File: config.mk
export PLATFORM = sky130hd
export DESIGN_NAME = register_file
export DESIGN_NICKNAME = d
export VERILOG_FILES = /design/src/rtl/rf_pkg.sv /design/src/rtl/reg16_cell.sv /design/src/rtl/register_file.sv
export SDC_FILE = /design/constraint.sdc
export NUM_CORES = 1
export LEC_CHECK = 0
export BUFFER_PORTS_ARGS = -buffer_cell sky130_fd_sc_hd__buf_2
export CORE_MARGIN = 5
export CORE_UTILIZATION = 30
export DETAILED_ROUTE_END_ITERATION = 12
export HOLD_SLACK_MARGIN = 0.05
export SLEW_MARGIN = 0
export SYNTH_ARGS = -nofsm -noshare
export SYNTH_HDL_FRONTEND = slang
export SYNTH_HIERARCHICAL = 1
export SYNTH_SLANG_ARGS = --single-unit
File: constraint.sdc
create_clock -name Clock -period 10.45 [get_ports Clock]
set_input_delay 3.135 -clock Clock [delete_from_list [all_inputs] [get_ports Clock]]
set_output_delay 3.135 -clock Clock [all_outputs]
set_load 0.02 [all_outputs]
File: src/rtl/rf_pkg.sv
// ============================================================================
//  Module  : rf_pkg
//  Brief   : Shared encodings and sizing constants for the register file.
//  Rev     : 1.0  initial release
// ============================================================================
`default_nettype none

package rf_pkg;

  typedef enum logic [1:0] {
    FUN_DEC  = 2'b00,
    FUN_INC  = 2'b01,
    FUN_LOAD = 2'b10,
    FUN_CLR  = 2'b11
  } fun_sel_e;

  localparam logic [2:0] SEL_R1 = 3'd0;
  localparam logic [2:0] SEL_R2 = 3'd1;
  localparam logic [2:0] SEL_R3 = 3'd2;
  localparam logic [2:0] SEL_R4 = 3'd3;
  localparam logic [2:0] SEL_S1 = 3'd4;
  localparam logic [2:0] SEL_S2 = 3'd5;
  localparam logic [2:0] SEL_S3 = 3'd6;
  localparam logic [2:0] SEL_S4 = 3'd7;

  localparam int NUM_GP  = 4;
  localparam int NUM_SCR = 4;
  localparam int NUM_REG = NUM_GP + NUM_SCR;

endpackage : rf_pkg

`default_nettype wire

File: src/rtl/reg16_cell.sv
// ============================================================================
//  Module  : reg16_cell
//  Brief   : One register with dec/inc/load/clear; RF_SAT_EN makes inc/dec saturate.
//  Rev     : 1.0  initial release
// ============================================================================
`default_nettype none

module reg16_cell
  import rf_pkg::*;
#(
  parameter int WIDTH = 16
) (
  input  logic             Clock,
  input  logic             Reset,
  input  logic             E,
  input  logic [1:0]       FunSel,
  input  logic [WIDTH-1:0] I,
  output logic [WIDTH-1:0] Q
);

  localparam logic [WIDTH-1:0] c_one = {{(WIDTH-1){1'b0}}, 1'b1};

  logic [WIDTH-1:0] r_q;
  logic [WIDTH-1:0] w_inc;
  logic [WIDTH-1:0] w_dec;
  logic [WIDTH-1:0] w_nxt;

`ifdef RF_SAT_EN
  assign w_inc = (r_q == {WIDTH{1'b1}}) ? r_q : r_q + c_one;
  assign w_dec = (r_q == {WIDTH{1'b0}}) ? r_q : r_q - c_one;
`else
  assign w_inc = r_q + c_one;
  assign w_dec = r_q - c_one;
`endif

  always_comb begin
    w_nxt = r_q;
    case (FunSel)
      FUN_DEC:  w_nxt = w_dec;
      FUN_INC:  w_nxt = w_inc;
      FUN_LOAD: w_nxt = I;
      FUN_CLR:  w_nxt = '0;
      default:  w_nxt = r_q;
    endcase
  end

  always_ff @(posedge Clock) begin
    if (Reset) begin
      r_q <= '0;
    end else if (E) begin
      r_q <= w_nxt;
    end
  end

  assign Q = r_q;

endmodule : reg16_cell

`default_nettype wire

File: src/rtl/register_file.sv
// ============================================================================
//  Module  : register_file
//  Brief   : Eight registers (R1-R4, S1-S4) with two combinational read ports;
//            RF_SAT_EN selects saturating inc/dec in every cell.
//  Rev     : 1.0  initial release
// ============================================================================
`default_nettype none

module register_file
  import rf_pkg::*;
#(
  parameter int WIDTH = 16
) (
  input  logic             Clock,
  input  logic             Reset,
  input  logic [WIDTH-1:0] I,
  input  logic [1:0]       FunSel,
  input  logic [3:0]       RegSel,
  input  logic [3:0]       ScrSel,
  input  logic [2:0]       OutASel,
  input  logic [2:0]       OutBSel,
  output logic [WIDTH-1:0] OutA,
  output logic [WIDTH-1:0] OutB
);

  // Index order matches the read-select encoding: R1..R4 then S1..S4.
  logic [NUM_REG-1:0] w_en;
  logic [WIDTH-1:0]   w_q [NUM_REG];

  assign w_en = {ScrSel, RegSel};

  for (genvar k = 0; k < NUM_REG; k++) begin : g_cell
    reg16_cell #(
      .WIDTH (WIDTH)
    ) u_cell (
      .Clock  (Clock),
      .Reset  (Reset),
      .E      (w_en[k]),
      .FunSel (FunSel),
      .I      (I),
      .Q      (w_q[k])
    );
  end

  assign OutA = w_q[OutASel];
  assign OutB = w_q[OutBSel];

endmodule : register_file

`default_nettype wire
==> results of run 1 <==
-- through the flow --
stage / hold slack [ns] / utilization / cell area, µm² / std cells
2_1_floorplan: 0.472 / - / 14700 / 1682
3_5_place_dp: 0.527 / 0.314 / 15300 / 2269
4_1_cts: 0.539 / 0.327 / 15900 / 2301
3_3_place_gp: 0.498 / 0.314 / 15300 / 2269
5_1_grt: 0.565 / 0.327 / 15900 / 2301
6_report: 0.543 / 0.327 / 15900 / 2301
-- cell usage after synthesis, drive strengths merged, types with 45 or more instances --
cell type  instances
nor2             151
inv               46
xnor2             45
nor2b             72
nand2            108
a21oi            119
dfxtp            128
clkbuf            56
o21ai             66
buf               53
a31oi             46
mux4              64
ha               120
a211oi            83
a21o              59
-- how the worst min path moves through the flow --
stage	to	slack, ns	cells past startpoint
2_1_floorplan	g_cell[1].u_cell/Q[7]	0.47	2
3_3_place_gp	g_cell[5].u_cell/Q[7]	0.50	2
3_5_place_dp	g_cell[5].u_cell/Q[7]	0.53	2
4_1_cts	g_cell[5].u_cell/Q[7]	0.54	2
5_1_grt	g_cell[5].u_cell/Q[7]	0.57	2
6_report	g_cell[5].u_cell/Q[7]	0.54	2
-- worst register-to-register path, delay by kind of cell, from the launching register on --
kind	cells	cell delay (ns)
compound gates	4	1.09
flops	1	0.52
fa+ha+maj	1	0.46
buf+inv	1	0.12
simple gates	2	0.35
-- kinds of logic (layout without fill, tap and decap cells) --
| group | after synthesis | in the layout |
|---|---|---|
| AO/OA/AOI/OAI | 577 | 577 |
| AND/OR/NAND/NOR | 518 | 518 |
| buffers and inverters | 155 | 152 |
| adder cells (fa/ha/maj) | 128 | 128 |
| flip-flops | 128 | 128 |
| multiplexers | 112 | 112 |
| XOR/XNOR | 64 | 64 |
-- layout make-up --
| class | instances | area (µm²) | share of cell area |
|---|---|---|---|
| Inverter | 46 | 173 | 0.0109 |
| Timing Repair Buffer | 74 | 402 | 0.0253 |
| Clock inverter | 12 | 136 | 0.00858 |
| Multi-Input combinational cell | 1399 | 11400 | 0.716 |
| Clock buffer | 20 | 457 | 0.0287 |
| Tap cell | 622 | 778 | 0.0490 |
| Sequential cell | 128 | 2560 | 0.161 |
-- power groups by stage --
stage	Clock (mW)	Combinational [mW]	Sequential [mW]
2_1_floorplan	0	0.817	0.590
3_3_place_gp	0	0.999	0.650
3_5_place_dp	0	1.01	0.650
4_1_cts	0.633	1.02	0.639
5_1_grt	0.650	1.13	0.646
6_report	0.624	1.04	0.644
-- layer usage --
| layer | share of wire | vias up |
|---|---|---|
| met2 | 0.42 | 589 |
| met1 | 0.48 | 6932 |
| met4 | 0.022 | 0 |
| li1 | - | 6507 |
| met5 | 0 | - |
| met3 | 0.078 | 75 |
==> metrics, run 1 <==
average cell area after synthesis 8.71 µm²; post-layout minimum cycle time 8.19 ns; I/O pin cnt 66; worst reg2reg path startpoint g_cell[4].u_cell/Q[0]; Finish-stage setup viols 0; number of buffers inserted during clock tree synthesis 17; count of buffers inserted at the top-level ports 65; fraction of layout instances using a drive strength above 1 0.145; initial antenna violation count 2; sort of element at the end of the critical path output pin; global-route congestion overflow total 0; most used cell along the critical path sky130_fd_sc_hd__buf_2; flip-flop count of the largest register after layout around 130; clock slew at reported path FFs approximately 0.06 ns; CP Data Arrival Time 5.06 ns; TNS Setup 0 ns; XOR/XNOR share of the synthesized area 0.0382; static leakage roughly 6.6 nW; Remaining DRCs 0; buffers inserted by post-CTS timing repair 0; Final Slew Violations 0; fraction of the yosys area taken by sequential cells 0.175; simple-gate portion of the synthesized area 0.182; gp weighted congestion between 0.9 and 1; post-detailed-route wirelength per cell 23.3 µm; cell-by-cell trace of the critical path buf_2, mux4_1, mux2_2, buf_2; TritonCTS sink count 128; critical-path maximum fanout 32; CTS tree built; CP peak stage delay 0.77 ns; Combinational Power Share 0.450; number of global-route vias before repair between 10000 and 15000; layout net count 1828; power density over the cells roughly 150 mW/mm²; worst reg2reg path depth 8; commonest non-fill, non-tap cell in the layout sky130_fd_sc_hd__nor2_1; adder and majority cell fraction of the synthesized area 0.113; remaining antenna violation count after routing 0; number of hold-slack violations in the final timing report 0; Clock Latency Late Sink roughly 0.45 ns; share of power burned in the clock network 0.271; transition at the pin with the smallest max-transition slack 1.28 ns; number of violations of the max-capacitance limit 0; type of element launching the critical path input port; most frequent cells in the layout sky130_fd_sc_hd__nor2_1, sky130_fd_sc_hd__dfxtp_1, sky130_fd_sc_hd__ha_1; total of cells resized after clock tree synthesis 0; top cells by area in the synthesized netlist sky130_fd_sc_hd__dfxtp_1, sky130_fd_sc_hd__ha_1, sky130_fd_sc_hd__mux4_1; wire length of the first global-routing pass 80.8 mm; RSZ-0062 raised after global routing no; post-synthesis cell count 1682; height of the die approximately 230 µm; M1 GR Usage 0.292; run status completed; Largest delay share family, worst path multiplexers; share of cell area taken by muxes after synthesis 0.148; setup clock skew after layout about 0.013 ns; initial cell density of the core 0.301; Buf/Inv on CP 2; Worst R2R Setup Slack between 7 and 8 ns; grt peak-use layer met1; global-route met2 utilization 0.286; final clock period utilization by the worst path 0.784; peak ir drop on the vdd network 93.9 µV; maximum clock path buffer count 2; site row count between 80 and 90; synth unique cells 87; routed vias 14100; number of enable-type register cells in the synthesized netlist 0; CP max stage cell sky130_fd_sc_hd__buf_2; Die W 231 µm; antenna diode count 0; Die Outline Area 0.0534 mm²; number of synthesized register bits 128; post-synth net total between 1500 and 2000; relative area change from synthesis to final layout 8.41%; top-area cell type share of the netlist area 0.175; placed wire-length estimate 39.2 mm; fraction of the mapped netlist area in compound gates 0.294; hold path startpoint g_cell[5].u_cell/Q[7]; Post-Synthesis Cell Area approximately 0.015 mm²; crit path capture OutB[13]; total number of yosys warnings 6; combinational family with the most area after synthesis compound AO/OA/AOI/OAI gates; DR iter-0 viols 1562; met3 track utilization from global routing 0.0372; via count normalized by instance count 6.13; maximum operating frequency around 0.12 GHz; cell at the root of the clock tree sky130_fd_sc_hd__clkbuf_16; end of the worst register-to-register path g_cell[4].u_cell/Q[12]; final total power 2.30 mW; kind of path behind the tightest hold check register to register; # fillers between 5000 and 6000; final worst setup slack around 2.3 ns; WP depth 4; internal power 1.36 mW; cell type with the largest total area after synthesis sky130_fd_sc_hd__dfxtp_1; All-Layer GR Usage 0.194; fraction of power spent switching nets 0.412; maximum number of pins on one net before global-route repair 85; number of optimization iterations in the first detailed-route pass 5; total of hold buffers inserted after clock tree synthesis 0; switching power 0.949 mW; relative slew slack 0.147; classification of the worst setup path input port to output pin; worst slack after detailed placement 2.29 ns; required time of the worst setup path 7.32 ns; flip-flop cell with the highest count after synthesis sky130_fd_sc_hd__dfxtp_1; share of synthesized registers carrying an async set or reset 0; worst setup path start OutBSel[0]; Std-Cell Core Area 0.0486 mm²; Flop pwr share 0.279; H-tree Lvls 4; Total Routed Length around 54 mm
No activity file was read; power rests on OpenSTA's default activity.
==> run 2: changes to the inputs <==
==> constraint.sdc (replaced) <==
create_clock -name Clock -period 8.15 [get_ports Clock]
set_input_delay 2.445 -clock Clock [delete_from_list [all_inputs] [get_ports Clock]]
set_output_delay 2.445 -clock Clock [all_outputs]
set_load 0.02 [all_outputs]
==> run 2 against run 1 <==
Effect of this change: register-to-register slack lost 2.3 ns; largest power group unchanged; combinational power grew 28%; non-clock buffer count grew 2; critical endpoint is now OutB[6]; final area grew 0.13%; sequential power grew 28%; worst setup slack lost 0.94 ns; utilization is essentially flat; largest cell class unchanged.
==> metrics, run 2 (synthesized netlist as in run 1, its figures left out) <==
run status completed; number of buffers inserted during clock tree synthesis 17 (unchanged); remaining antenna violation count after routing 0 (unchanged); gp weighted congestion 0.935 (+0.29%); transition at the pin with the smallest max-transition slack 1.28 ns (+0.000893 ns); total of cells resized after clock tree synthesis 0 (unchanged); total of hold buffers inserted after clock tree synthesis 0 (unchanged); maximum number of pins on one net before global-route repair 83 (-2.4%); share of power burned in the clock network 0.271 (about the same); placed wire-length estimate 39.9 mm (+1.8%); fraction of layout instances using a drive strength above 1 0.146 (+0.00161); H-tree Lvls 4 (unchanged); RSZ-0062 raised after global routing no; routed vias 14000 (-0.77%); static leakage 6.59 nW (+0.23%); internal power 1.73 mW (+28%); flip-flop count of the largest register after layout 128 (unchanged); Combinational Power Share 0.450 (about the same); most frequent cells in the layout sky130_fd_sc_hd__nor2_1, sky130_fd_sc_hd__dfxtp_1, sky130_fd_sc_hd__ha_1; clock slew at reported path FFs 0.06 ns (about the same); switching power 1.23 mW (+29%); power density over the cells 186 mW/mm² (+28%); CTS tree built; DR iter-0 viols 1449 (-7.2%); Die Outline Area 0.0534 mm² (unchanged); classification of the worst setup path input port to output pin; critical-path maximum fanout 32 (unchanged); final clock period utilization by the worst path 0.838; I/O pin cnt 66 (unchanged); TritonCTS sink count 128 (unchanged); Finish-stage setup viols 0 (unchanged); wire length of the first global-routing pass 80.4 mm (-0.40%); initial cell density of the core 0.301 (unchanged); Total Routed Length 54.0 mm (+0.60%); number of hold-slack violations in the final timing report 0 (unchanged); post-layout minimum cycle time 6.83 ns; sort of element at the end of the critical path output pin; height of the die 231 µm (unchanged); buffers inserted by post-CTS timing repair 0 (unchanged); layout net count 1830 (+0.11%); Remaining DRCs 0 (unchanged); site row count 81 (unchanged); final core utilization 0.327 (+0.000437); count of buffers inserted at the top-level ports 65 (unchanged); via count normalized by instance count 6.07 (-0.94%); Final Slew Violations 0 (unchanged); relative slew slack 0.148 (+0.000794); relative area change from synthesis to final layout 8.55%; setup clock skew after layout 0.0155 ns (+0.00292 ns); maximum operating frequency roughly 0.15 GHz; cell at the root of the clock tree sky130_fd_sc_hd__clkbuf_16; required time of the worst setup path 5.71 ns (-1.61 ns); maximum clock path buffer count 2 (unchanged); TNS Setup 0 ns (unchanged); commonest non-fill, non-tap cell in the layout sky130_fd_sc_hd__nor2_1; number of optimization iterations in the first detailed-route pass 5 (unchanged); number of global-route vias before repair 12700 (-1.2%); global-route congestion overflow total 0 (unchanged); peak ir drop on the vdd network 117 µV (+25%); fraction of power spent switching nets 0.415 (+0.00275); Die W 231 µm (unchanged); type of element launching the critical path input port; CP Data Arrival Time 4.39 ns (-0.67 ns); # fillers 5044 (-1.1%); post-detailed-route wirelength per cell 23.4 µm (+0.43%); initial antenna violation count 6 (+4); Clock Latency Late Sink 0.45 ns (about the same); Flop pwr share 0.279 (about the same); Std-Cell Core Area 0.0486 mm² (unchanged); number of violations of the max-capacitance limit 0 (unchanged); kind of path behind the tightest hold check register to register; All-Layer GR Usage 0.195 (+0.00108)
[run 2: changes by cell type in the layout (fill, tap and decap cells not counted), sizes merged]
cell / change
clkbuf: -2
clkinvlp: -1
diode: +2
inv: +4
buf: +2
clkinv: -1
[run 2: worst paths after layout]
path / startpoint / to / slack [ns] / cells past startpoint
min reg2reg: g_cell[5].u_cell/Q[7] / g_cell[5].u_cell/Q[7] / 0.54 / 2
max reg2reg: g_cell[0].u_cell/Q[0] / g_cell[0].u_cell/Q[14] / 5.46 / 8
max: OutBSel[0] / OutB[6] / 1.32 / 4
min: g_cell[5].u_cell/Q[7] / g_cell[5].u_cell/Q[7] / 0.54 / 2
[run 2: cell type report]
cell class              count  area [µm²]  share of cell area
repair buffers             76         417              0.0262
well taps                 622         778              0.0489
clock buffers              18         439              0.0276
clock inverters            14         155             0.00975
multi-input cells        1399       11400               0.715
diodes                      2        5.00            0.000315
flip-flops and latches    128        2560               0.161
inverters                  46         173              0.0109
[run 2: power groups by stage]
stage                     sequential (mW)  clock (mW)  combinational (mW)
after floorplan                     0.756           0                1.05
after global placement              0.834           0                1.28
after detailed placement            0.835           0                1.30
after CTS                           0.822       0.815                1.31
after global routing                0.831       0.838                1.45
final                               0.827       0.803                1.33
[run 2: critical path, cell delays in order]
cell	delay (ns)
sky130_fd_sc_hd__buf_2	0.78
sky130_fd_sc_hd__mux4_1	0.66
sky130_fd_sc_hd__mux2_2	0.32
sky130_fd_sc_hd__buf_2	0.17
[run 2: routing by layer]
layer  part of all wire  track usage
met1               0.47        0.294
met4              0.027       0.0578
met5            0.00063            0
met2               0.41        0.278
met3              0.087       0.0428
[run 2: stage by stage]
step | setup WS, ns | cell area [µm²] | cells | hold WS, ns | total power, mW
2_1_floorplan | 2.16 | 14700 | 1682 | 0.472 | 1.80
3_3_place_gp | 1.40 | 15300 | 2271 | 0.523 | 2.12
3_5_place_dp | 1.36 | 15300 | 2271 | 0.528 | 2.14
4_1_cts | 1.35 | 15900 | 2303 | 0.539 | 2.95
5_1_grt | 1.29 | 15900 | 2305 | 0.571 | 3.12
6_report | 1.32 | 15900 | 2305 | 0.543 | 2.96
==> run 3: changes to the inputs <==
==> constraint.sdc (replaced) <==
create_clock -name Clock -period 6.6 [get_ports Clock]
set_input_delay 1.98 -clock Clock [delete_from_list [all_inputs] [get_ports Clock]]
set_output_delay 1.98 -clock Clock [all_outputs]
set_load 0.02 [all_outputs]
==> run 3 against run 2 <==
Effect of this change: sequential cell count unchanged; global-route usage grew 0.12 points; die area is the same; final area up 0.94%; hold slack lost 0.0044 ns; critical path depth rose by 1; clock power up 39%; count of clock-buffer cells in the layout up 2; sequential share of layout area fell by 0.15 points; routed wire length about the same; critical path type unchanged; largest cell class unchanged.
==> metrics, run 3 (synthesized netlist as in run 1, its figures left out) <==
site row count 81 (unchanged); worst reg2reg path startpoint g_cell[0].u_cell/Q[0]; Finish-stage setup viols 0 (unchanged); H-tree Lvls 4 (unchanged); most frequent cells in the layout sky130_fd_sc_hd__nor2_1, sky130_fd_sc_hd__dfxtp_1, sky130_fd_sc_hd__ha_1; number of hold-slack violations in the final timing report 0 (unchanged); maximum number of pins on one net before global-route repair 100 (+20%); endpoint with the worst hold slack g_cell[6].u_cell/Q[7]; post-detailed-route wirelength per cell 23.3 µm (-0.36%); peak ir drop on the vdd network 151 µV (+29%); All-Layer GR Usage 0.196 (+0.00124); Std-Cell Core Area 0.0486 mm² (unchanged); static leakage 6.68 nW (+1.3%); grt peak-use layer met1; height of the die 231 µm (unchanged); number of buffers inserted during clock tree synthesis 17 (unchanged); gp weighted congestion 0.958 (+2.5%); cell-by-cell trace of the critical path buf_2, buf_4, mux4_1, mux2_2, buf_2; type of element launching the critical path input port; critical-path maximum fanout 16 (-50%); total of hold buffers inserted after clock tree synthesis 0 (unchanged); met3 track utilization from global routing 0.0503 (+0.00760); Clock Latency Late Sink 0.44 ns (about the same); wire length of the first global-routing pass 81.2 mm (+0.92%); required time of the worst setup path 4.62 ns (-1.09 ns); clock slew at reported path FFs 0.06 ns (about the same); number of cells traversed by the worst hold path 2 (unchanged); RSZ-0062 raised after global routing no; Worst R2R Setup Slack 3.86 ns (-1.60 ns); worst slack after detailed placement 0.944 ns (-0.413 ns); setup clock skew after layout 0.0137 ns (-0.00178 ns); maximum operating frequency 0.176 GHz; CTS tree built; CP peak stage delay 0.60 ns (-0.18 ns); relative area change from synthesis to final layout 9.58%; kind of path behind the tightest hold check register to register; initial cell density of the core 0.301 (unchanged); flip-flop count of the largest register after layout 128 (unchanged); count of buffers inserted at the top-level ports 65 (unchanged); DR iter-0 viols 1396 (-3.7%); Total Routed Length 53.9 mm (about the same); relative slew slack 0.110 (-0.0375); CP Data Arrival Time 3.70 ns (-0.69 ns); Die Outline Area 0.0534 mm² (unchanged); maximum clock path buffer count 2 (unchanged); buffers inserted by post-CTS timing repair 0 (unchanged); end of the worst register-to-register path g_cell[0].u_cell/Q[14]; via count normalized by instance count 6.06 (-0.23%); number of global-route vias before repair 13100 (+2.6%); Final Slew Violations 0 (unchanged); fraction of layout instances using a drive strength above 1 0.150 (+0.00404); number of violations of the max-capacitance limit 0 (unchanged); classification of the worst setup path input port to output pin; remaining antenna violation count after routing 0 (unchanged); most used cell along the critical path sky130_fd_sc_hd__buf_2; commonest non-fill, non-tap cell in the layout sky130_fd_sc_hd__nor2_1; worst reg2reg path depth 8 (unchanged); cell at the root of the clock tree sky130_fd_sc_hd__clkbuf_16; routed vias 14000 (+0.11%); I/O pin cnt 66 (unchanged); global-route met2 utilization 0.281 (+0.00360); transition at the pin with the smallest max-transition slack 1.33 ns (+0.0561 ns); global-route congestion overflow total 0 (unchanged); placed wire-length estimate 39.9 mm (about the same); M1 GR Usage 0.285 (-0.00900); Die W 231 µm (unchanged); TNS Setup 0 ns (unchanged); post-layout minimum cycle time 5.68 ns; final worst setup slack 0.920 ns (-0.399 ns); total of cells resized after clock tree synthesis 0 (unchanged); run status completed; final clock period utilization by the worst path 0.861; Remaining DRCs 0 (unchanged); TritonCTS sink count 128 (unchanged); hold path startpoint g_cell[6].u_cell/Q[7]; initial antenna violation count 2 (-4); sort of element at the end of the critical path output pin; number of optimization iterations in the first detailed-route pass 6 (+1); CP max stage cell sky130_fd_sc_hd__mux4_1; power density over the cells 236 mW/mm² (+27%); layout net count 1838 (+0.44%)
==> run 3: worst max-delay path: cells and delay by family <==
| family | cells | cell delay, ns |
|---|---|---|
| buffers and inverters | 3 | 0.81 |
| multiplexers | 2 | 0.89 |
==> run 3: where the power goes <==
group          internal (mW)  total (mW)  switching (mW)
Sequential             0.857        1.02           0.163
Combinational          0.718        1.65           0.937
Clock                  0.704        1.12           0.413
==> run 3: worst max-delay path by stage <==
stage | startpoint | end | slack [ns] | cells after the start
after floorplan | OutASel[0] | OutA[3] | 1.54 | 4
after CTS | OutASel[0] | OutA[9] | 0.94 | 5
after detailed placement | OutASel[0] | OutA[9] | 0.94 | 5
after global routing | OutASel[0] | OutA[14] | 0.87 | 5
after global placement | OutASel[0] | OutA[9] | 0.98 | 5
final | OutASel[0] | OutA[14] | 0.92 | 5
==> run 3: layout make-up <==
cell class	instances	area, µm²
clock inverters	12	205
clock buffers	20	467
diodes	2	5.00
multi-input cells	1399	11400
fillers	5044	32600
flip-flops and latches	128	2560
repair buffers	84	489
inverters	46	173
well taps	622	778
==> run 3: per-stage QoR <==
stage	instance area, µm²	utilization	hold slack (ns)	cells	total power [mW]
CTS	16100	0.330	0.537	2311	3.78
detailed placement	15400	0.316	0.522	2279	2.65
global route	16100	0.330	0.565	2312	3.99
finish	16100	0.330	0.539	2313	3.79
global placement	15400	0.316	0.523	2279	2.63
floorplan	14700	-	0.472	1682	2.23
==> run 3: routing by layer <==
| metal | wire length, µm | share of wire |
|---|---|---|
| met1 | 25200 | 0.47 |
| met2 | 22300 | 0.41 |
| met3 | 4500 | 0.083 |
| met4 | 1870 | 0.035 |
| met5 | 11 | 0.00020 |
